<file path="src/rtl/pi_mac.sv">
// ============================================================================
//  Module   : pi_mac
//  Desc     : Signed PI multiply-accumulate stage. It keeps a saturating
//             integral accumulator and computes P*err + I*acc with a
//             radix-2 shift-add multiplier.
//  Revision : 1.0
// ============================================================================
`default_nettype none

module pi_mac #(
    parameter int E_WID      = 18,
    parameter int ACC_WID    = 30,
    parameter int CONSTS_WID = 32,
    parameter int OUT_WID    = 64
) (
    input  logic                         clk,
    input  logic                         rst,
    input  logic signed [E_WID-1:0]      err,
    input  logic                         err_valid,
    input  logic signed [CONSTS_WID-1:0] cl_p,
    input  logic signed [CONSTS_WID-1:0] cl_i,
    input  logic                         clear_acc,
    output logic signed [OUT_WID-1:0]    sum,
    output logic                         sum_valid,
    output logic                         busy,
    output logic                         acc_sat,
    output logic                         overrun
);

    localparam int PW = CONSTS_WID + ACC_WID;
    localparam int CW = $clog2(ACC_WID + 1);

    localparam logic [1:0] S_IDLE  = 2'd0;
    localparam logic [1:0] S_MUL_P = 2'd1;
    localparam logic [1:0] S_MUL_I = 2'd2;
    localparam logic [1:0] S_DONE  = 2'd3;

    logic [1:0]               r_state;
    logic [1:0]               w_next;
    logic [CW-1:0]            r_cnt;
    logic [PW-1:0]            r_mcand;
    logic [ACC_WID-1:0]       r_mplier;
    logic [PW-1:0]            r_prod;
    logic                     r_neg;
    logic [OUT_WID-1:0]       r_pterm;
    logic [CONSTS_WID-1:0]    r_imag;
    logic                     r_isgn;
    logic [ACC_WID-1:0]       r_acc;
    logic [OUT_WID-1:0]       r_sum;
    logic                     r_acc_sat;
    logic                     r_overrun;

    logic                     w_last_p;
    logic                     w_last_i;
    logic [PW-1:0]            w_prod_next;
    logic [OUT_WID-1:0]       w_mag;
    logic [OUT_WID-1:0]       w_term;
    logic [E_WID-1:0]         w_err_mag;
    logic [CONSTS_WID-1:0]    w_clp_mag;
    logic [CONSTS_WID-1:0]    w_cli_mag;
    logic [ACC_WID-1:0]       w_acc_mag;
    logic [ACC_WID-1:0]       w_acc_base;
    logic [ACC_WID:0]         w_acc_sum;
    logic                     w_ovf;
    logic [ACC_WID-1:0]       w_acc_new;

    // Magnitudes are unsigned, so the most negative operands stay exact.
    assign w_err_mag = err[E_WID-1]         ? -err  : err;
    assign w_clp_mag = cl_p[CONSTS_WID-1]   ? -cl_p : cl_p;
    assign w_cli_mag = cl_i[CONSTS_WID-1]   ? -cl_i : cl_i;
    assign w_acc_mag = r_acc[ACC_WID-1]     ? -r_acc : r_acc;

    assign w_acc_base = clear_acc ? '0 : r_acc;
    assign w_acc_sum  = {w_acc_base[ACC_WID-1], w_acc_base}
                      + {{(ACC_WID+1-E_WID){err[E_WID-1]}}, err};
    assign w_ovf      = w_acc_sum[ACC_WID] ^ w_acc_sum[ACC_WID-1];
    assign w_acc_new  = !w_ovf             ? w_acc_sum[ACC_WID-1:0] :
                        w_acc_sum[ACC_WID] ? {1'b1, {(ACC_WID-1){1'b0}}} :
                                             {1'b0, {(ACC_WID-1){1'b1}}};

    assign w_last_p    = (r_state == S_MUL_P) && (r_cnt == CW'(E_WID - 1));
    assign w_last_i    = (r_state == S_MUL_I) && (r_cnt == CW'(ACC_WID - 1));
    assign w_prod_next = r_mplier[0] ? r_prod + r_mcand : r_prod;
    assign w_mag       = OUT_WID'(w_prod_next);
    assign w_term      = r_neg ? -w_mag : w_mag;

    always_ff @(posedge clk) begin
        if (rst) r_state <= S_IDLE;
        else     r_state <= w_next;
    end

    always_comb begin
        w_next = r_state;
        case (r_state)
            S_IDLE:  if (err_valid) w_next = S_MUL_P;
            S_MUL_P: if (w_last_p)  w_next = S_MUL_I;
            S_MUL_I: if (w_last_i)  w_next = S_DONE;
            default: w_next = S_IDLE;
        endcase
    end

    always_comb begin
        busy      = (r_state != S_IDLE);
        sum_valid = (r_state == S_DONE);
    end

    always_ff @(posedge clk) begin
        if (rst) begin
            r_cnt     <= '0;
            r_mcand   <= '0;
            r_mplier  <= '0;
            r_prod    <= '0;
            r_neg     <= 1'b0;
            r_pterm   <= '0;
            r_imag    <= '0;
            r_isgn    <= 1'b0;
            r_acc     <= '0;
            r_sum     <= '0;
            r_acc_sat <= 1'b0;
            r_overrun <= 1'b0;
        end else begin
            case (r_state)
                S_IDLE: begin
                    if (clear_acc) begin
                        r_acc     <= '0;
                        r_acc_sat <= 1'b0;
                        r_overrun <= 1'b0;
                    end
                    if (err_valid) begin
                        r_acc    <= w_acc_new;
                        if (w_ovf) r_acc_sat <= 1'b1;
                        r_mplier <= ACC_WID'(w_err_mag);
                        r_mcand  <= PW'(w_clp_mag);
                        r_prod   <= '0;
                        r_neg    <= err[E_WID-1] ^ cl_p[CONSTS_WID-1];
                        r_imag   <= w_cli_mag;
                        r_isgn   <= cl_i[CONSTS_WID-1];
                        r_cnt    <= '0;
                    end
                end
                S_MUL_P, S_MUL_I: begin
                    r_prod   <= w_prod_next;
                    r_mcand  <= r_mcand << 1;
                    r_mplier <= r_mplier >> 1;
                    r_cnt    <= r_cnt + CW'(1);
                    if (w_last_p) begin
                        // Reload for the integral term; acc already holds this sample.
                        r_pterm  <= w_term;
                        r_mplier <= w_acc_mag;
                        r_mcand  <= PW'(r_imag);
                        r_prod   <= '0;
                        r_neg    <= r_acc[ACC_WID-1] ^ r_isgn;
                        r_cnt    <= '0;
                    end
                    if (w_last_i) r_sum <= r_pterm + w_term;
                    if (err_valid) r_overrun <= 1'b1;
                end
                default: begin
                    if (err_valid) r_overrun <= 1'b1;
                end
            endcase
        end
    end

    assign sum     = r_sum;
    assign acc_sat = r_acc_sat;
    assign overrun = r_overrun;

endmodule

`default_nettype wire

</file>
<file path="config.mk">
export PLATFORM = sky130hd
export DESIGN_NAME = pi_mac
export DESIGN_NICKNAME = d
export VERILOG_FILES = /design/src/rtl/pi_mac.sv
export SDC_FILE = /design/constraint.sdc
export NUM_CORES = 1
export LEC_CHECK = 0
export ABC_CLOCK_PERIOD_IN_PS = 7800
export CAP_MARGIN = 10
export CORE_ASPECT_RATIO = 1.25
export CORE_MARGIN = 8
export CORE_UTILIZATION = 45
export DETAILED_ROUTE_END_ITERATION = 12
export PLACE_DENSITY = 0.65
export SLEW_MARGIN = 5
export SYNTH_ARGS = -nofsm -noshare
export SYNTH_HDL_FRONTEND = slang
export SYNTH_SLANG_ARGS = --single-unit
</file>
<file path="constraint.sdc">
create_clock -name clk -period 7.8 [get_ports clk]
set_input_delay 1.17 -clock clk [delete_from_list [all_inputs] [get_ports clk]]
set_output_delay 1.17 -clock clk [all_outputs]
set_load 0.005 [all_outputs]
</file>
---- After elaboration in Yosys (flattened, before gate mapping) ----
Index checks and enable logic that the tools add are counted.
word-level totals
  input port bits ......................... 86
  output and inout port bits .............. 68
  flip-flop bits (word level) ............. 355
operators by class
  $add $sub $neg .......................... 9
  reduce and logical (&&, ||, !) cells .... 14
  bitwise logic cells ..................... 3
  mux-type cells .......................... 35
  eq/ne operators ......................... 10
operator list
  kind                                        count
  62-bit 2-to-1 mux                           5
  62-bit one-hot mux with 2 select lines      2
  30-bit 2-to-1 mux                           7
  64-bit adder                                1
  32-bit 2-to-1 mux                           2
  64-bit 2-to-1 mux                           1
  32-bit negation                             2
  62-bit negation with 64-bit output          1
  62-bit adder                                1
  30-bit one-hot mux with 2 select lines      1
  30-bit by 18-bit adder with 31-bit output   1
  30-bit negation                             1
  18-bit 2-to-1 mux                           1
  18-bit negation                             1
  5-bit equality test, second input constant  2
  5-bit 2-to-1 mux                            2
  2-bit != test, second input constant        5
  5-bit one-hot mux with 2 select lines       1
  2-bit AND reduction                         5
  1-bit 2-to-1 mux                            8
  2-bit 2-to-1 mux                            3
  2-bit one-hot mux with 3 select lines       1
  3-bit AND reduction                         2
  2-bit nonzero test                          3
  8 further kinds                             12

---- Longest topological paths before layout ----
Gate-level depths: netlist (run 1).
  word-level depth ........................ 5
  gate-level depth with buffers ........... 34
  depth with buffers taken out ............ 30

---- Worst setup path before layout (run 1) ----
Ideal clock, no wire load.
  path kind ............................... flip-flop to flip-flop
  start ................................... register r_mplier[0]
  end ..................................... register r_sum[63] (netlist: sum[63])
  data required time ...................... 7,714 ps
  slack ................................... 458 ps
  cell stages (with the launch flop) ...... 31
  arrival ................................. 7,256 ps
  clock period less this slack ............ 7,342 ps
  cell sequence ........................... dfxtp_1 clkbuf_1 clkbuf_1 buf_2 buf_2 clkbuf_1 buf_1 buf_1 clkbuf_1 buf_2 mux2i_1 ha_1 nand4_1 nor4b_2 nand4_2 or4_4 o21ai_0 xnor2_1 ha_1 a21o_1 a21o_1 a21oi_1 nand3_1 a311oi_1 o31a_1 o211ai_1 a311oi_1 xnor2_1 a31oi_1 a21oi_1 a211oi_1
between the ends
  longest elaborated chain between the ends .. 4
ends and longest elaborated chain
  element                             RTL line  RTL
  from (decl)                         42        logic [ACC_WID-1:0] r_mplier;
  from (signal assigned)              132       r_mplier <= ACC_WID'(w_err_mag);
  from (signal assigned)              144       r_mplier <= r_mplier >> 1;
  from (signal assigned)              149       r_mplier <= w_acc_mag;
  62-bit 2-to-1 mux *                 83        assign w_prod_next = r_mplier[0] ? r_prod + r_mcand : r_prod;
  62-bit negation with 64-bit output  85        assign w_term = r_neg ? -w_mag : w_mag;
  64-bit 2-to-1 mux *                 85
  via w_term[44]                      57        logic [OUT_WID-1:0] w_term;
  64-bit adder *                      155       if (w_last_i) r_sum <= r_pterm + w_term;
  to (signal assigned)                155
  to (decl)                           49        logic [OUT_WID-1:0] r_sum;
The timed path passes the listed nets; every way through them passes the cells marked *.
A chain may end at the register's enable or synchronous reset.

---- Worst setup path after layout (run 1) ----
  start ................................... register r_prod[0]
  end ..................................... register r_sum[62] (netlist: sum[62])
between the ends
  longest elaborated chain between the ends .. 5
ends and longest elaborated chain
  element                             RTL line  RTL
  from (decl)                         43        logic [PW-1:0] r_prod;
  from (signal assigned)              142       r_prod <= w_prod_next;
  62-bit adder                        83
  62-bit 2-to-1 mux *                 83
  62-bit negation with 64-bit output  85
  64-bit 2-to-1 mux *                 85
  via w_term[32]                      57
  64-bit adder *                      155
Marked as above.

==> results.md, run 1 <==
- Status: complete, no violations
- Vias after detailed routing: about 27000
- CTS Sinks: between 300 and 400
- Cell taking the most area after synthesis: dfxtp_1
- Routed wire length: between 70 and 80 mm
- Final Total Pwr: approximately 0.0084 W
- Post-synth EDFFs: 0
- Setup CP Type: reg2reg
- Slew margin rel.: 26.9%
- Gate power share: between 40% and 50%
- Fin crit period: 7.17 ns
- Post-Layout Inst Area: approximately 30000 sq um
- Die W: around 240 um
- RSZ-0062 raised after global routing: no
- Pin count of the biggest net entering global routing: between 150 and 200
- Xor and xnor area share after synthesis: between 8 and 9%
- Gpl congestion: 0.933
- Initial antenna violation count: 2
- Actual slew at the worst max-slew pin: approximately 1.1 ns
- Initial core utilization: between 40% and 50%
- Die area: slightly below 70000 sq um
- Mux cell area share after synthesis: under 10%
- Commonest non-fill, non-tap cell in the layout: nand2_1
- Area Growth Syn to Fin: 12.2%
- Sequential fraction of the synthesis area: around a quarter
- Initial DRC count: between 1500 and 2000
- H-tree levels: 2
- Pleak: 11.8 nW
- Largest cells by area after synthesis: dfxtp_1 26%, ha_1 7.6%, nand2_1 7.5%
- Synth Instances: ~3700
- Synthesized cell area: 27400 sq um
- Clock buffer depth: 3
- Grt total ovfl: 0
- Share of the synthesized area in the top cell type: roughly a quarter
- HP Class: reg2reg
- Flop pwr share: a little over a quarter
- I/O pin count: between 150 and 200
- Vias per std cell: 5.86
- Post CTS Setup Buffer Count: 0
- Critical Path Start Type: flip-flop
- Slowest CP cell: or4b_4
- Synth Flop Type: dfxtp_1
- GRT Total Usage: between 20% and 30%
- Clk slew on worst S/H paths: 0.06 ns
- Routed wire per std cell: around 18 um
- Post-DP HPWL: around 59 mm
- Hold Vio Cnt, Final: 0
- WP data required: 8.25 ns
- Row cnt: 101
- Port Buf Inserts: 153
- Post-DP Area: slightly below 30000 sq um
- Syn avg cell area: 7.36 sq um
- Total CTS buffers: 41
- Syn_nets: between 3000 and 4000
- Fin util: about half
- VDD IR max: 0.310 mV
- WHS Path Cells: 2
- Max-cap violations: 0
- Net Sw Power: 0.00374 W
- Final period utilization: approximately nine tenths
- Post-synth cell types: approximately 110
- NumNets Final: 3982
- Die height: roughly 300 um
- Worst R2R Path Depth: 28
- CTS Root Cell: clkbuf_16
- Int Pwr: about 0.0047 W
- Async set-or-reset flop fraction in the synthesized netlist: 0%
- Final setup violation count: 0
- Final worst setup slack: between 0.6 and 0.7 ns
- First-pass GRT wire length: 131 mm
- Core ar.: 60500 sq um
- Register bit total from synthesis: 355
- Synth warn: 0
- Clock Latency Late Sink: 0.57 ns
- Arrival time worst endpoint: 7.62 ns
- Commonest cells after routing, fill and taps aside: 544 x nand2_1, 397 x a21oi_1, 376 x nor2_1
- Crit end category: flip-flop
- PD cells: roughly 270 nW/um^2
- Vias in the first global route: approximately 25000
- Crit path max fanout: 7
- Post-synthesis compound-gate area fraction: 28.8%
- Setup WS pre-CTS: around 0.45 ns
- Largest family of logic cells by synthesized area: compound AO/OA/AOI/OAI gates
- Crit path largest cell delay: ~0.57 ns
- CTS tree: built
- # hold bufs at CTS: 0
- Clock power frac: between 20% and 30%
- DRT Pass-1 Iters: 6
- DRT antenna net count: 0
- Post-Route Setup TNS: 0 ns
- Share of layout cells above drive strength 1: ~5.3%
- Sw frac: 44.5%
- Post-synthesis simple-gate area fraction: approximately a quarter
- Clk_skew: 0.0159 ns
- # DRC: 0
- Synth Area in Adders: 7.79%
- FMAX: approximately 140 MHz
- Slew Limit Fails: 0
-- stage by stage --
step,std cells,hold slack [ns]
2_1_floorplan,3725,0.432
3_3_place_gp,4456,0.439
3_5_place_dp,4456,0.444
4_1_cts,4531,0.452
5_1_grt,4533,0.461
6_report,4534,0.448
-- worst max-delay path, delay by kind of cell (launching register included) --
family | cells | cell delay, ns
adder cells (fa/ha/maj) | 3 | 0.95
AND/OR/NAND/NOR | 8 | 2.07
XOR/XNOR | 2 | 0.36
multiplexers | 1 | 0.15
AO/OA/AOI/OAI | 12 | 2.88
buffers and inverters | 2 | 0.28
flip-flops | 1 | 0.36
-- power by group through the flow --
stage	clock [W]	combinational [W]	sequential, W
2_1_floorplan	0	0.00315	0.00223
3_3_place_gp	0	0.00410	0.00231
3_5_place_dp	0	0.00412	0.00232
4_1_cts	0.00201	0.00414	0.00229
5_1_grt	0.00207	0.00461	0.00232
6_report	0.00195	0.00416	0.00229
-- cells in the mapped netlist, types with 14 or more instances --
master and instances:
nand3_1 92, o21ai_0 186, a31oi_1 47, xor2_1 112, nand2_1 547, mux2i_1 19, ha_1 166, a21oi_1 398
a211oi_1 61, a21o_1 75, o211ai_1 81, nor3_1 63, and3_1 26, buf_2 27, nand2b_1 34, dfxtp_1 355
o31ai_1 51, nor4_1 17, and2_1 19, nor2b_1 54, o21a_1 34, xnor2_1 147, or4_1 17, a22oi_1 67
buf_1 29, nand4_1 52, clkbuf_1 172, o41ai_1 17, or3_1 36, inv_1 62, or2_2 14, nor2_1 378
-- cells by family after synthesis --
logic type | Yosys count
xor gates and xnor gates | 259
AOI/OAI and AO/OA | 1209
buffers and inverters | 298
DFF | 355
muxes | 29
and+or+nand+nor | 1406
adders and majority gates | 169
-- final timing paths --
| kind | start | to | slack [ns] |
|---|---|---|---|
| hold reg to reg | sum[33]$_SDFFE_PP0P_ | sum[33]$_SDFFE_PP0P_ | 0.45 |
| setup reg to reg | r_prod[0]$_SDFFE_PP0P_ | sum[62]$_SDFFE_PP0P_ | 0.63 |
| hold / removal | sum[33]$_SDFFE_PP0P_ | sum[33]$_SDFFE_PP0P_ | 0.45 |
| setup / recovery | r_prod[0]$_SDFFE_PP0P_ | sum[62]$_SDFFE_PP0P_ | 0.63 |
-- repair_timing --
item | in CTS | in global routing
hold endpoints to repair | 0 | 0
endpoints found under the setup margin | 0 | 3
resized for setup | 0 | 5
-- state kept, by name (all words and copies together) (netlist names) --
name and flops:
r_pterm 64, sum 64, r_mcand 62, r_prod 62, r_imag 32, r_acc 30, r_mplier 30, r_cnt 5
r_state 2, acc_sat 1, overrun 1, r_isgn 1, r_neg 1
-- layer usage --
layer	wire, um	track usage, %
met1	37000	29.7
met2	37000	37.1
met3	3820	2.83
met4	2100	6.38
met5	0	0
-- final cells by class --
class                   instances  area (sq um)
diodes                          3          7.51
inverters                      64           240
flip-flops and latches        355          7110
fillers                      6109         29800
clock buffers                  56          1200
multi-input cells            3072         19200
repair buffers                193          1860
clock inverters                19           146
well taps                     772           966
Note: power is estimated with default switching activity, not from simulation.
==> run 2, diff against run 1 <==
--- a/config.mk
+++ b/config.mk
@@ -9,9 +9,9 @@
 export CAP_MARGIN = 10
 export CORE_ASPECT_RATIO = 1.25
 export CORE_MARGIN = 8
-export CORE_UTILIZATION = 45
+export CORE_UTILIZATION = 30
+export CTS_CLUSTER_SIZE = 16
 export DETAILED_ROUTE_END_ITERATION = 12
-export PLACE_DENSITY = 0.65
 export SLEW_MARGIN = 5
 export SYNTH_ARGS = -nofsm -noshare
 export SYNTH_HDL_FRONTEND = slang
==> run 2 against run 1 <==
Against the previous run: fmax fell by 0.62%; combinational power rose by 2%; via count rose by 0.58%; worst setup slack got worse by 0.045 ns; design area rose by 2.1%; sequential power barely moved; global-route usage fell by 6.3 points; die area rose by 47%; utilization fell by 16 points; hold slack got worse by 0.00062 ns.
==> results.md, run 2 (synthesis results as in run 1) <==
- Setup CP Type: reg2reg
- Clk slew on worst S/H paths: around 0.06 ns
- Final setup violation count: 0
- Delay-heaviest family, CP: compound AO/OA/AOI/OAI gates
- Port Buf Inserts: roughly 150
- Fin crit period: between 7 and 8 ns
- Routed wire per std cell: about 17 um
- Grt total ovfl: 0
- Pleak: 11.8 nW
- GRT Total Usage: ~16%
- Final Total Pwr: about 0.0085 W
- Final period utilization: 92.5%
- VDD IR max: between 0.2 and 0.25 mV
- Vias per std cell: around 5.4
- Post-DP HPWL: between 60 and 70 mm
- Flip-flop and latch area: around 7000 sq um
- Arrival time worst endpoint: between 7 and 8 ns
- CP startpoint: r_prod[0]$_SDFFE_PP0P_
- FMAX: approximately 140 MHz
- Slowest CP cell: or4b_4
- Filler Cell Count: a little under 10000
- DRT Pass-1 Iters: 5
- H-tree levels: 2
- # DRC: 0
- Reg2reg setup slack: around 0.6 ns
- I/O pin count: between 150 and 200
- First-pass GRT wire length: between 100 and 150 mm
- WP data required: approximately 8.3 ns
- Worst r2r src: r_prod[0]$_SDFFE_PP0P_
- Post-Layout Inst Area: about 31000 sq um
- HP Class: reg2reg
- Initial core utilization: a little under a third
- Clock buffer depth: 3
- PD cells: about 270 nW/um^2
- Critical Path Start Type: flip-flop
- Commonest non-fill, non-tap cell in the layout: nand2_1
- Pin count of the biggest net entering global routing: 160
- Commonest cells after routing, fill and taps aside: 545 x nand2_1, 397 x a21oi_1, 376 x nor2_1
- Clk_skew: roughly 0.022 ns
- Worst R2R Path Depth: 28
- CTS Root Cell: clkbuf_16
- Crit path max fanout: 7
- Routed wire length: roughly 85 mm
- Area occupied by multi-input gates: ~19000 sq um
- Vias after detailed routing: around 27000
- Crit path largest cell delay: roughly 0.57 ns
- Vias in the first global route: ~25000
- Hold_ws: 0.447 ns
- Share of layout cells above drive strength 1: 5.47%
- Post-DP Area: between 20000 and 30000 sq um
- NumNets Final: 3991
- Core ar.: 91100 sq um
- Slew margin rel.: a little under a fifth
- RSZ-0062 raised after global routing: no
- Slew Limit Fails: 0
- Area Growth Syn to Fin: 14.6%
- Die height: 354 um
- Clock Latency Late Sink: about 0.6 ns
- Total CTS buffers: 44
- Initial antenna violation count: 12
- CTS tree: built
- CP endpoint: sum[62]$_SDFFE_PP0P_
- Post-Route Setup TNS: 0 ns
- Die W: 286 um
- Status: complete, no violations
- Crit end category: flip-flop
- Die area: about 100000 sq um
- Cell count along the critical path: 28
- Actual slew at the worst max-slew pin: approximately 1.2 ns
- Max-cap violations: 0
- Reg2Reg Capture Point: sum[62]$_SDFFE_PP0P_
- Row cnt: 124
- Initial DRC count: around 1700
- DRT antenna net count: 0
- CTS Sinks: roughly 360
- Buffers & Inverters on Critical Path: 2
- Hold Vio Cnt, Final: 0
- Gpl congestion: between 0.9 and 1
-- run 2: routing by layer --
layer | global-route usage [%] | vias to the layer above | wire, um
met3 | 2.44 | 162 | 3640
met5 | 0 | - | 42
li1 | - | 13600 | -
met1 | 19.6 | 12400 | 37500
met2 | 28.0 | 545 | 40800
met4 | 5.34 | 6 | 2820
-- run 2: final cells by class --
class,instances,share of cell area (%)
diodes,9,0.0717
clock buffers,63,4.09
clock inverters,14,0.354
inverters,64,0.765
multi-input cells,3072,61.3
flip-flops and latches,355,22.6
well taps,1197,4.77
repair buffers,199,6.07
-- run 2: power breakdown --
| part | switching [W] | leakage [nW] | total (W) | internal [W] |
|---|---|---|---|---|
| logic | 0.00272 | 8.25 | 0.00423 | 0.00151 |
| clock network | 0.000839 | 0.688 | 0.00201 | 0.00117 |
| registers | 0.000235 | 2.88 | 0.00229 | 0.00205 |
| total | 0.00380 | 11.8 | 0.00853 | 0.00473 |
-- run 2: repair_timing --
| item | CTS | global route |
|---|---|---|
| hold buffers | 0 | 0 |
| buffers inserted | 0 | 0 |
| setup endpoints to repair | 0 | 6 |
| gates resized for setup | 0 | 6 |
-- run 2: worst min-delay path by stage --
| stage | startpoint | endpoint | cells past startpoint |
|---|---|---|---|
| finish | sum[23]$_SDFFE_PP0P_ | sum[23]$_SDFFE_PP0P_ | 2 |
| global route | sum[44]$_SDFFE_PP0P_ | sum[44]$_SDFFE_PP0P_ | 2 |
| floorplan | r_mplier[19]$_SDFFE_PP0P_ | r_mplier[18]$_SDFFE_PP0P_ | 2 |
| CTS | r_mplier[13]$_SDFFE_PP0P_ | r_mplier[13]$_SDFFE_PP0P_ | 2 |
| detailed placement | r_mplier[13]$_SDFFE_PP0P_ | r_mplier[13]$_SDFFE_PP0P_ | 2 |
| global placement | sum[30]$_SDFFE_PP0P_ | sum[30]$_SDFFE_PP0P_ | 2 |
-- run 2: worst min-delay path: stages, from the launching register on --
cell and delay (ns):
dfxtp_1 0.30, nand2_1 0.05, a21oi_1 0.05
-- run 2: per-stage QoR --
| stage | setup WS (ns) | utilization, % | std cells |
|---|---|---|---|
| after CTS | 0.388 | 34.5 | 4964 |
| after floorplan | 0.458 | - | 3725 |
| final | 0.585 | 34.5 | 4973 |
| after global placement | 0.496 | 32.9 | 4887 |
| after detailed placement | 0.358 | 32.9 | 4887 |
| after global routing | 0.0499 | 34.5 | 4967 |
